==> src/rtl/datamem_pkg.sv <==
// Shared definitions for the RV32I data memory: load/store codes and
// endianness selectors, plus a small store-width helper.
package datamem_pkg;

  // Load type codes as they arrive from the instruction decoder.
  typedef enum logic [2:0] {
    LB  = 3'b000,
    LH  = 3'b001,
    LW  = 3'b010,
    LBU = 3'b100,
    LHU = 3'b101
  } loadType_e;

  // Store type codes; 2'b11 is unused and writes nothing.
  typedef enum logic [1:0] {
    SB = 2'b00,
    SH = 2'b01,
    SW = 2'b10
  } storeType_e;

  // Endianness selectors for the ENDIANNESS parameter.
  localparam int BIG    = 0;
  localparam int LITTLE = 1;

  // Lane-enable mask for a store code (lane 0 is the addressed byte).
  function automatic logic [3:0] storeLaneMask(input logic [1:0] flags);
    logic [3:0] mask;
    case (flags)
      SB:      mask = 4'b0001;
      SH:      mask = 4'b0011;
      SW:      mask = 4'b1111;
      default: mask = 4'b0000;
    endcase
    return mask;
  endfunction

endpackage

==> src/rtl/data_memory.sv <==
// Byte-addressed data memory with unaligned byte/half/word access,
// modulo-SIZE address wrap, selectable endianness, combinational reads
// and rising-edge writes. Asynchronous active-low reset clears storage.
module data_memory
  import datamem_pkg::*;
#(
  parameter int ENDIANNESS = 1,
  parameter int SIZE       = 10
) (
  input  logic        clock,
  input  logic        reset,
  input  logic [31:0] address,
  input  logic [2:0]  flagsForReading,
  input  logic [1:0]  flagsForWriting,
  input  logic [31:0] valueForWriting,
  input  logic        writeEnable,
  output logic [31:0] value
);

  localparam int          IDXW   = (SIZE > 1) ? $clog2(SIZE) : 1;
  localparam logic [31:0] SIZE_U = 32'(SIZE);

  logic [7:0]      memory [0:SIZE-1];

  logic [IDXW-1:0] laneIdx_s  [0:3];
  logic [7:0]      laneByte_s [0:3];
  logic [7:0]      laneData_s [0:3];
  logic [3:0]      laneEn_s;
  logic [31:0]     wordRaw_s;
  logic [15:0]     halfRaw_s;
  logic [7:0]      byteRaw_s;

  // Memory index of a byte lane: base = address mod SIZE, plus lane,
  // folded back once because base + lane stays below 2*SIZE for SIZE >= 4.
  function automatic logic [IDXW-1:0] laneIndex(input logic [31:0] addr,
                                                input logic [1:0]  lane);
    logic [31:0] idx;
    idx = (addr % SIZE_U) + {30'd0, lane};
    if (idx >= SIZE_U) begin
      idx = idx - SIZE_U;
    end else begin
      idx = idx;
    end
    return idx[IDXW-1:0];
  endfunction

  // Resolve the four lane indices and the bytes currently stored there.
  always_comb begin
    for (int k = 0; k < 4; k++) begin
      laneIdx_s[k]  = laneIndex(address, 2'(k));
      laneByte_s[k] = memory[laneIdx_s[k]];
    end
  end

  // Map store data onto lanes according to width and endianness.
  always_comb begin
    laneEn_s = storeLaneMask(flagsForWriting);
    for (int k = 0; k < 4; k++) begin
      laneData_s[k] = 8'h00;
    end
    if (ENDIANNESS == LITTLE) begin
      for (int k = 0; k < 4; k++) begin
        laneData_s[k] = valueForWriting[8*k +: 8];
      end
    end else begin
      case (flagsForWriting)
        SB: begin
          laneData_s[0] = valueForWriting[7:0];
        end
        SH: begin
          laneData_s[0] = valueForWriting[15:8];
          laneData_s[1] = valueForWriting[7:0];
        end
        SW: begin
          laneData_s[0] = valueForWriting[31:24];
          laneData_s[1] = valueForWriting[23:16];
          laneData_s[2] = valueForWriting[15:8];
          laneData_s[3] = valueForWriting[7:0];
        end
        default: begin
          laneData_s[0] = 8'h00;
        end
      endcase
    end
  end

  // Storage: asynchronous clear wins over any write; enabled lanes commit on the edge.
  always_ff @(posedge clock or negedge reset) begin
    if (!reset) begin
      for (int i = 0; i < SIZE; i++) begin
        memory[i] <= 8'h00;
      end
    end else if (writeEnable) begin
      for (int k = 0; k < 4; k++) begin
        if (laneEn_s[k]) begin
          memory[laneIdx_s[k]] <= laneData_s[k];
        end
      end
    end
  end

  // Assemble raw byte/half/word from the lanes; lane 0 is MSB in big-endian.
  always_comb begin
    if (ENDIANNESS == LITTLE) begin
      wordRaw_s = {laneByte_s[3], laneByte_s[2], laneByte_s[1], laneByte_s[0]};
      halfRaw_s = {laneByte_s[1], laneByte_s[0]};
    end else begin
      wordRaw_s = {laneByte_s[0], laneByte_s[1], laneByte_s[2], laneByte_s[3]};
      halfRaw_s = {laneByte_s[0], laneByte_s[1]};
    end
    byteRaw_s = laneByte_s[0];
  end

  // Apply the load type: sign/zero extension, word pass-through, 11x reads zero.
  always_comb begin
    value = 32'h0000_0000;
    case (flagsForReading)
      LB:      value = {{24{byteRaw_s[7]}}, byteRaw_s};
      LH:      value = {{16{halfRaw_s[15]}}, halfRaw_s};
      LW:      value = wordRaw_s;
      3'b011:  value = wordRaw_s;
      LBU:     value = {24'h00_0000, byteRaw_s};
      LHU:     value = {16'h0000, halfRaw_s};
      default: value = 32'h0000_0000;
    endcase
  end

endmodule

==> config.mk <==
export PLATFORM = sky130hd
export DESIGN_NAME = data_memory
export DESIGN_NICKNAME = d
export VERILOG_FILES = /design/src/rtl/datamem_pkg.sv /design/src/rtl/data_memory.sv
export SDC_FILE = /design/constraint.sdc
export NUM_CORES = 1
export LEC_CHECK = 0
export CAP_MARGIN = 5
export CORE_MARGIN = 2
export CORE_UTILIZATION = 50
export DETAILED_ROUTE_END_ITERATION = 16
export PLACE_DENSITY_LB_ADDON = 0.2
export SYNTH_ARGS = -nofsm -noshare
export SYNTH_HDL_FRONTEND = slang
export SYNTH_SLANG_ARGS = --single-unit
==> constraint.sdc <==
create_clock -name clock -period 16.5 [get_ports clock]
set_clock_uncertainty 0.2 [all_clocks]
set_input_delay 1.65 -clock clock [delete_from_list [all_inputs] [get_ports clock]]
set_output_delay 1.65 -clock clock [all_outputs]
set_load 0.02 [all_outputs]
==> Word level (Yosys, flattened, before mapping) <==
Index checks and enable logic that the tools add are counted.
{ "classes": {"n_addsub": 7, "n_mul": 0, "div": 1, "n_lt_le_gt_ge": 12, "n_eq_ne": 7, "shifts": 0, "mux": 37, "bitwise_logic": 4, "n_reduce_logical": 7} }
{ "op_table": {"columns": ["op", "count"], "rows": [
  ["2-to-1 mux 80 bit", 7],
  ["bitwise mux 80 bit", 4],
  ["case mux 32 bit (5 select lines)", 1],
  ["binary-select mux 8 bit (select 4 bit)", 4],
  ["demux 8 bit (select 4 bit)", 4],
  ["greater-or-equal comparator 32 x 4 -> 1 bit (second input constant)", 4],
  ["2-to-1 mux 8 bit", 12],
  ["adder 32 x 2 -> 32 bit (second input constant)", 2],
  ["adder 32 x 1 -> 32 bit (second input constant)", 1],
  ["remainder unit 32 x 4 -> 32 bit (second input constant)", 1],
  ["greater-or-equal comparator 5 bit (second input constant)", 4],
  ["less-than comparator 5 x 1 -> 1 bit (second input constant)", 4],
  ["inverter 4 -> 5 bit", 4],
  ["2-to-1 mux 4 bit", 4],
  ["subtractor 4 bit (second input constant)", 4],
  ["case mux 4 bit (3 select lines)", 1],
  ["== test 3 x 2 -> 1 bit (second input constant)", 2],
  ["== test 3 bit (second input constant)", 2],
  ["logical AND 1 bit", 4],
  ["== test 3 x 1 -> 1 bit (second input constant)", 1],
  ["logical NOT 3 bit", 1],
  ["== test 2 x 1 -> 1 bit (second input constant)", 1],
  ["== test 2 bit (second input constant)", 1],
  ["logical NOT 2 bit", 1],
  ["OR reduction 2 bit", 1]
]} }
{ "totals": {"regBits": 80, "latchBits": 0, "ramBits": 0, "romBits": 0, "out_inout_bits": 32, "mem_count": 0} }

==> Depth between registers and ports, before layout <==
{ "logic_depth": {"word_depth": 19, "depth_mapped": 56, "depth_no_buf": 45} }

==> Worst setup path before layout <==
OpenSTA, ideal clock, no wires.
{ "synth_timing": {"path_type": "input -> output", "startpoint": "in address[29]", "endpoint": "out value[27]", "arrival_ns": 13.413, "t_required_ns": 14.650, "slack_ns": 1.237, "path_stages": 48, "n_path_buf": 7, "cell_sequence": "buf_4 > and2b_1 > a221oi_2 > o21ai_2 > o21a_1 > buf_4 > or4_1 > o211a_2 > a311oi_2 > mux2_2 > a21oi_2 > o2bb2ai_1 > or4_4 > a2111oi_4 > a21boi_2 > nor4_1 > or4b_1 > a21oi_2 > [12 not listed] > a2bb2oi_1 > a41oi_2 > nor2_4 > mux4_2 > or4_4 > o31ai_4 > or2_2 > inv_2 > ha_1 > xnor2_2 > inv_2 > ha_1 > a22oi_1 > buf_4 > buf_2 > mux4_2 > a221oi_1 > o21ai_1"} }
{ "synth_via": {"elab_chain_len": 9, "word_cells_on_any_way": 25} }
{ "synth_lines": {"columns": ["item", "line", "text"], "rows": [
  ["start, declared", "data_memory.sv:12", "input logic [31:0] address,"],
  ["remainder unit 32 x 4 -> 32 bit (*)", "data_memory.sv:38", "idx = (addr % SIZE_U) + {30'd0, lane};"],
  ["adder 32 x 2 -> 32 bit / adder 32 x 1 -> 32 bit (equally long branches)", "data_memory.sv:38", null],
  ["greater-or-equal comparator 32 x 4 -> 1 bit / subtractor 4 bit (equally long branches)", "data_memory.sv:39, data_memory.sv:40", null],
  ["2-to-1 mux 4 bit", "data_memory.sv:39", "if (idx >= SIZE_U) begin"],
  ["inverter 4 -> 5 bit (implied by the code)", "data_memory.sv:51", "laneByte_s[k] = memory[laneIdx_s[k]];"],
  ["binary-select mux 8 bit (select 4 bit)", "data_memory.sv:51", null],
  ["2-to-1 mux 8 bit (implied by the code) (2 in a row)", "data_memory.sv:51", null],
  ["case mux 32 bit (5 select lines) (*)", "data_memory.sv:117", "case (flagsForReading)"],
  ["end, declared", "data_memory.sv:17", "output logic [31:0] value"]
]} }
Mark *: on every way between the ends. The rest lies on a longest branch, timed or not. The select of a mux whose other input is x is not followed.

==> Worst setup path in the final report <==
{ "layout_timing": {"startpoint": "in address[28]", "endpoint": "out value[19]"} }
The elaborated chain is that of the path after synthesis.

==> results by group <==
Outcome
  – Outcome: finished, final reports clean

Synth
  – Top post-synthesis cells by area: dfrtp_1 (13%), mux4_2 (7.2%), mux2i_1 (6.2%)
  – Seq/Total Area, Yosys: 12.6%
  – Syn avg cell area: 8.07 um2
  – Synth cell types: 148
  – Post-synth EDFFs: 0
  – Yosys reg bits: 80
  – Post-synth top area share: 12.6%
  – Post-Syn Area: 15,900 um2
  – Synth area leader: dfrtp_1
  – Asr flop ratio synth: 100%
  – Synth warn: 0
  – Syn Nets: 2,058
  – Gate Count Post-Synth: 1,972
  – Main synth FF type: dfrtp_1

Final layout
  – Register name with the most flops: memory
  – Ant. Diodes: 0
  – Layout cell share with drive strength beyond 1: 21.8%
  – Fillers: 2,841
  – Nets: 2,160
  – Post-layout util: 58.0%
  – Top flop regs: memory x80
  – Non-Filler Instances: 2,480
  – Area Growth Syn to Fin: 14.8%
  – Number of flip-flops in the largest register: 80

Global route
  – Vias in the first global route: 16,500
  – Initial antenna violation count: 0
  – Overflow after GRT: 0
  – First-pass GRT wire length: 91,200 um
  – All-Layer GR Usage: 33.8%
  – Largest net degree at the start of global routing: 114

Setup path
  – CP Capture Type: output port
  – FF-to-FF setup slack: 14,800 ps
  – Worst Path Arrival: 14,160 ps
  – Max incr delay on CP: 640 ps
  – Slowest cell on crit path: clkdlybuf4s50_1
  – Setup crit start kind: input port
  – Worst R2R Path Depth: 4
  – Startpoint of the worst register-to-register path: memory[62]$_DFFE_PN0P_
  – R2R Path End: memory[62]$_DFFE_PN0P_
  – Max FO, Critical Path: 20
  – WS Path Type: in2out
  – Req. time, crit path: 14,650 ps

Route
  – Routed Antenna Nets: 0
  – WL final: 57,900 um
  – Wire length per cell: 23.3 um
  – Met3 WL post-DR: 5080 um
  – WL met2: 26,400 um
  – First-iteration detailed-routing DRC count: 2,104
  – Top Metal Used: met4
  – DRC errors left: 0
  – Pre-antenna DRT Iters: 6
  – Via count: 17,600
  – Metal-1 WL: 23,900 um
  – Avg Vias per Cell: 7.10

Job
  – Max_cap viols: 0

Clock network
  – CTS Buf Count: 9
  – Worst skew pair latency: 360 ps
  – Hold Buf Count CTS: 0
  – Clock sinks: 80
  – Root Driver: clkbuf_16
  – Clock Pin Slew Worst Setup and Hold Paths: 70 ps
  – TritonCTS clock tree: built
  – Max clock buf depth: 2
  – Htree depth: 3

STA
  – WHS: 400 ps
  – Fin crit period: 16,010 ps
  – Final period utilization: 97.0%
  – Count of final setup violators: 0
  – RSZ-0062 raised after global routing: false
  – Final TNS setup: 0 ps
  – Worst slew margin: 22.7%
  – Slew @ Worst Pin: 1150 ps
  – FMAX: 62.5 MHz
  – Hold violation count in the final report: 0
  – Fin. max-slew vios: 0

Die
  – Die Y: 182 um
  – # rows: 65
  – I/O pin count: 104
  – Initial core utilization: 50.5%
  – Die Area: 33,300 um2
  – Die Wd: 182 um
  – Core area: 31,500 um2

Power and ir drop
  – VDD IR max: 0.184 mV
  – Tot Pwr: 4.76 mW
  – Power per cell area: 261 nW/um2
  – Leak: 7.18 nW

Place
  – PortBufs: 103
  – Placed Instances: 2,453
  – Post-detail-place hpwl: 43,300 um
  – GPL Wtd Cong: 1.00

Worst hold path
  – Hold Startpoint: memory[38]$_DFFE_PN0P_
  – Worst hold-check path type: reg2reg
  – Hold EP: memory[38]$_DFFE_PN0P_
  – Hold path depth: 2
## final cells by class
type | count | area (um2) | share of cell area (%)
clock buffer | 12 | 246 | 1.35
clock inverter | 3 | 42.5 | 0.233
inverter | 96 | 360 | 1.97
multi-input combinational | 1613 | 12700 | 69.7
sequential | 80 | 2000 | 11.0
tap | 402 | 503 | 2.76
timing repair buffer | 274 | 2380 | 13.0
## stage by stage
| step | setup WS (ps) | area, um2 |
|---|---|---|
| floorplan | 1240 | 15900 |
| CTS | 21.9 | 18000 |
| detailed placement | -326 | 17600 |
| global placement | -280 | 17600 |
| finish | 491 | 18300 |
| global route | 13.6 | 18300 |
## timing repair
action                     in CTS  in global routing
buffers inserted                4                  6
gates cloned                    1                  1
pin swaps                       1                 13
setup endpoints to repair      21                 32
gates resized for setup        16                 65
## cells in the final DEF (no fill, tap or decap), drive strengths merged, types with 25 or more instances in the layout
cell type	instances
nand2	139
o211ai	27
a211o	27
o211a	25
o21ai	215
dfrtp	80
mux2i	99
clkdlybuf4s50	79
inv	87
nor2	119
a221oi	25
o22ai	48
buf	173
nand3	59
nor3	70
a22oi	30
a21oi	95
mux2	95
nand2b	39
mux4	52
## logic make-up (layout without fill, tap and decap cells)
kind of cell,Yosys count,in the layout,share of synthesized area [%]
compound gates,748,748,35.3
simple gates,587,587,20.1
buf+inv,279,385,9.22
mux,246,246,20.4
flops,80,80,12.6
xor+xnor,18,18,1.25
fa+ha+maj,14,14,1.10
## critical path: cells and delay by family
family,cells,cell delay (ps)
AO/OA/AOI/OAI,24,6010
XOR/XNOR,2,350
buffers and inverters,8,1790
adder cells (fa/ha/maj),2,380
multiplexers,2,990
AND/OR/NAND/NOR,10,2930
## where the power goes
part | total (mW) | switching [mW] | internal (mW)
combinational | 4.11 | 2.25 | 1.86
sequential | 0.448 | 0.163 | 0.285
clock | 0.209 | 0.0886 | 0.121
total | 4.76 | 2.50 | 2.26
## metal layers
metal / vias up / GRT usage [%]
met3: 217 / 5.55
li1: 7912 / -
met1: 8500 / 45.2
met5: - / 0
met2: 984 / 54.6
met4: 0 / 13.5
## worst max-delay path by stage
stage | start | end | slack [ps] | depth (start not counted)
CTS | address[26] | value[29] | 20 | 52
floorplan | address[29] | value[27] | 1240 | 48
detailed placement | address[27] | value[26] | -330 | 50
global placement | address[29] | value[27] | -280 | 49
finish | address[28] | value[19] | 490 | 48
global route | address[28] | value[11] | 10 | 51
## cell usage after synthesis (all sizes together) (13+ instances only)
master and n:
a211o 27, a32oi 20, o22ai 48, a21oi 95, mux2i 99, and2 22, dfrtp 80, o221a 24
o221ai 22, nand2 139, o21ai 215, nor3 70, inv 88, a221oi 25, ha 14, xnor2 13
clkbuf 65, nor2b 15, buf 108, mux2 95, nor4 20, o211ai 27, a22oi 30, o31ai 16
nand2b 39, mux4 52, nor2 119, or3 13, nand4 21, a31oi 18, nand3 59, o21a 18
o211a 25
Power figures use the tool's default switching activity.
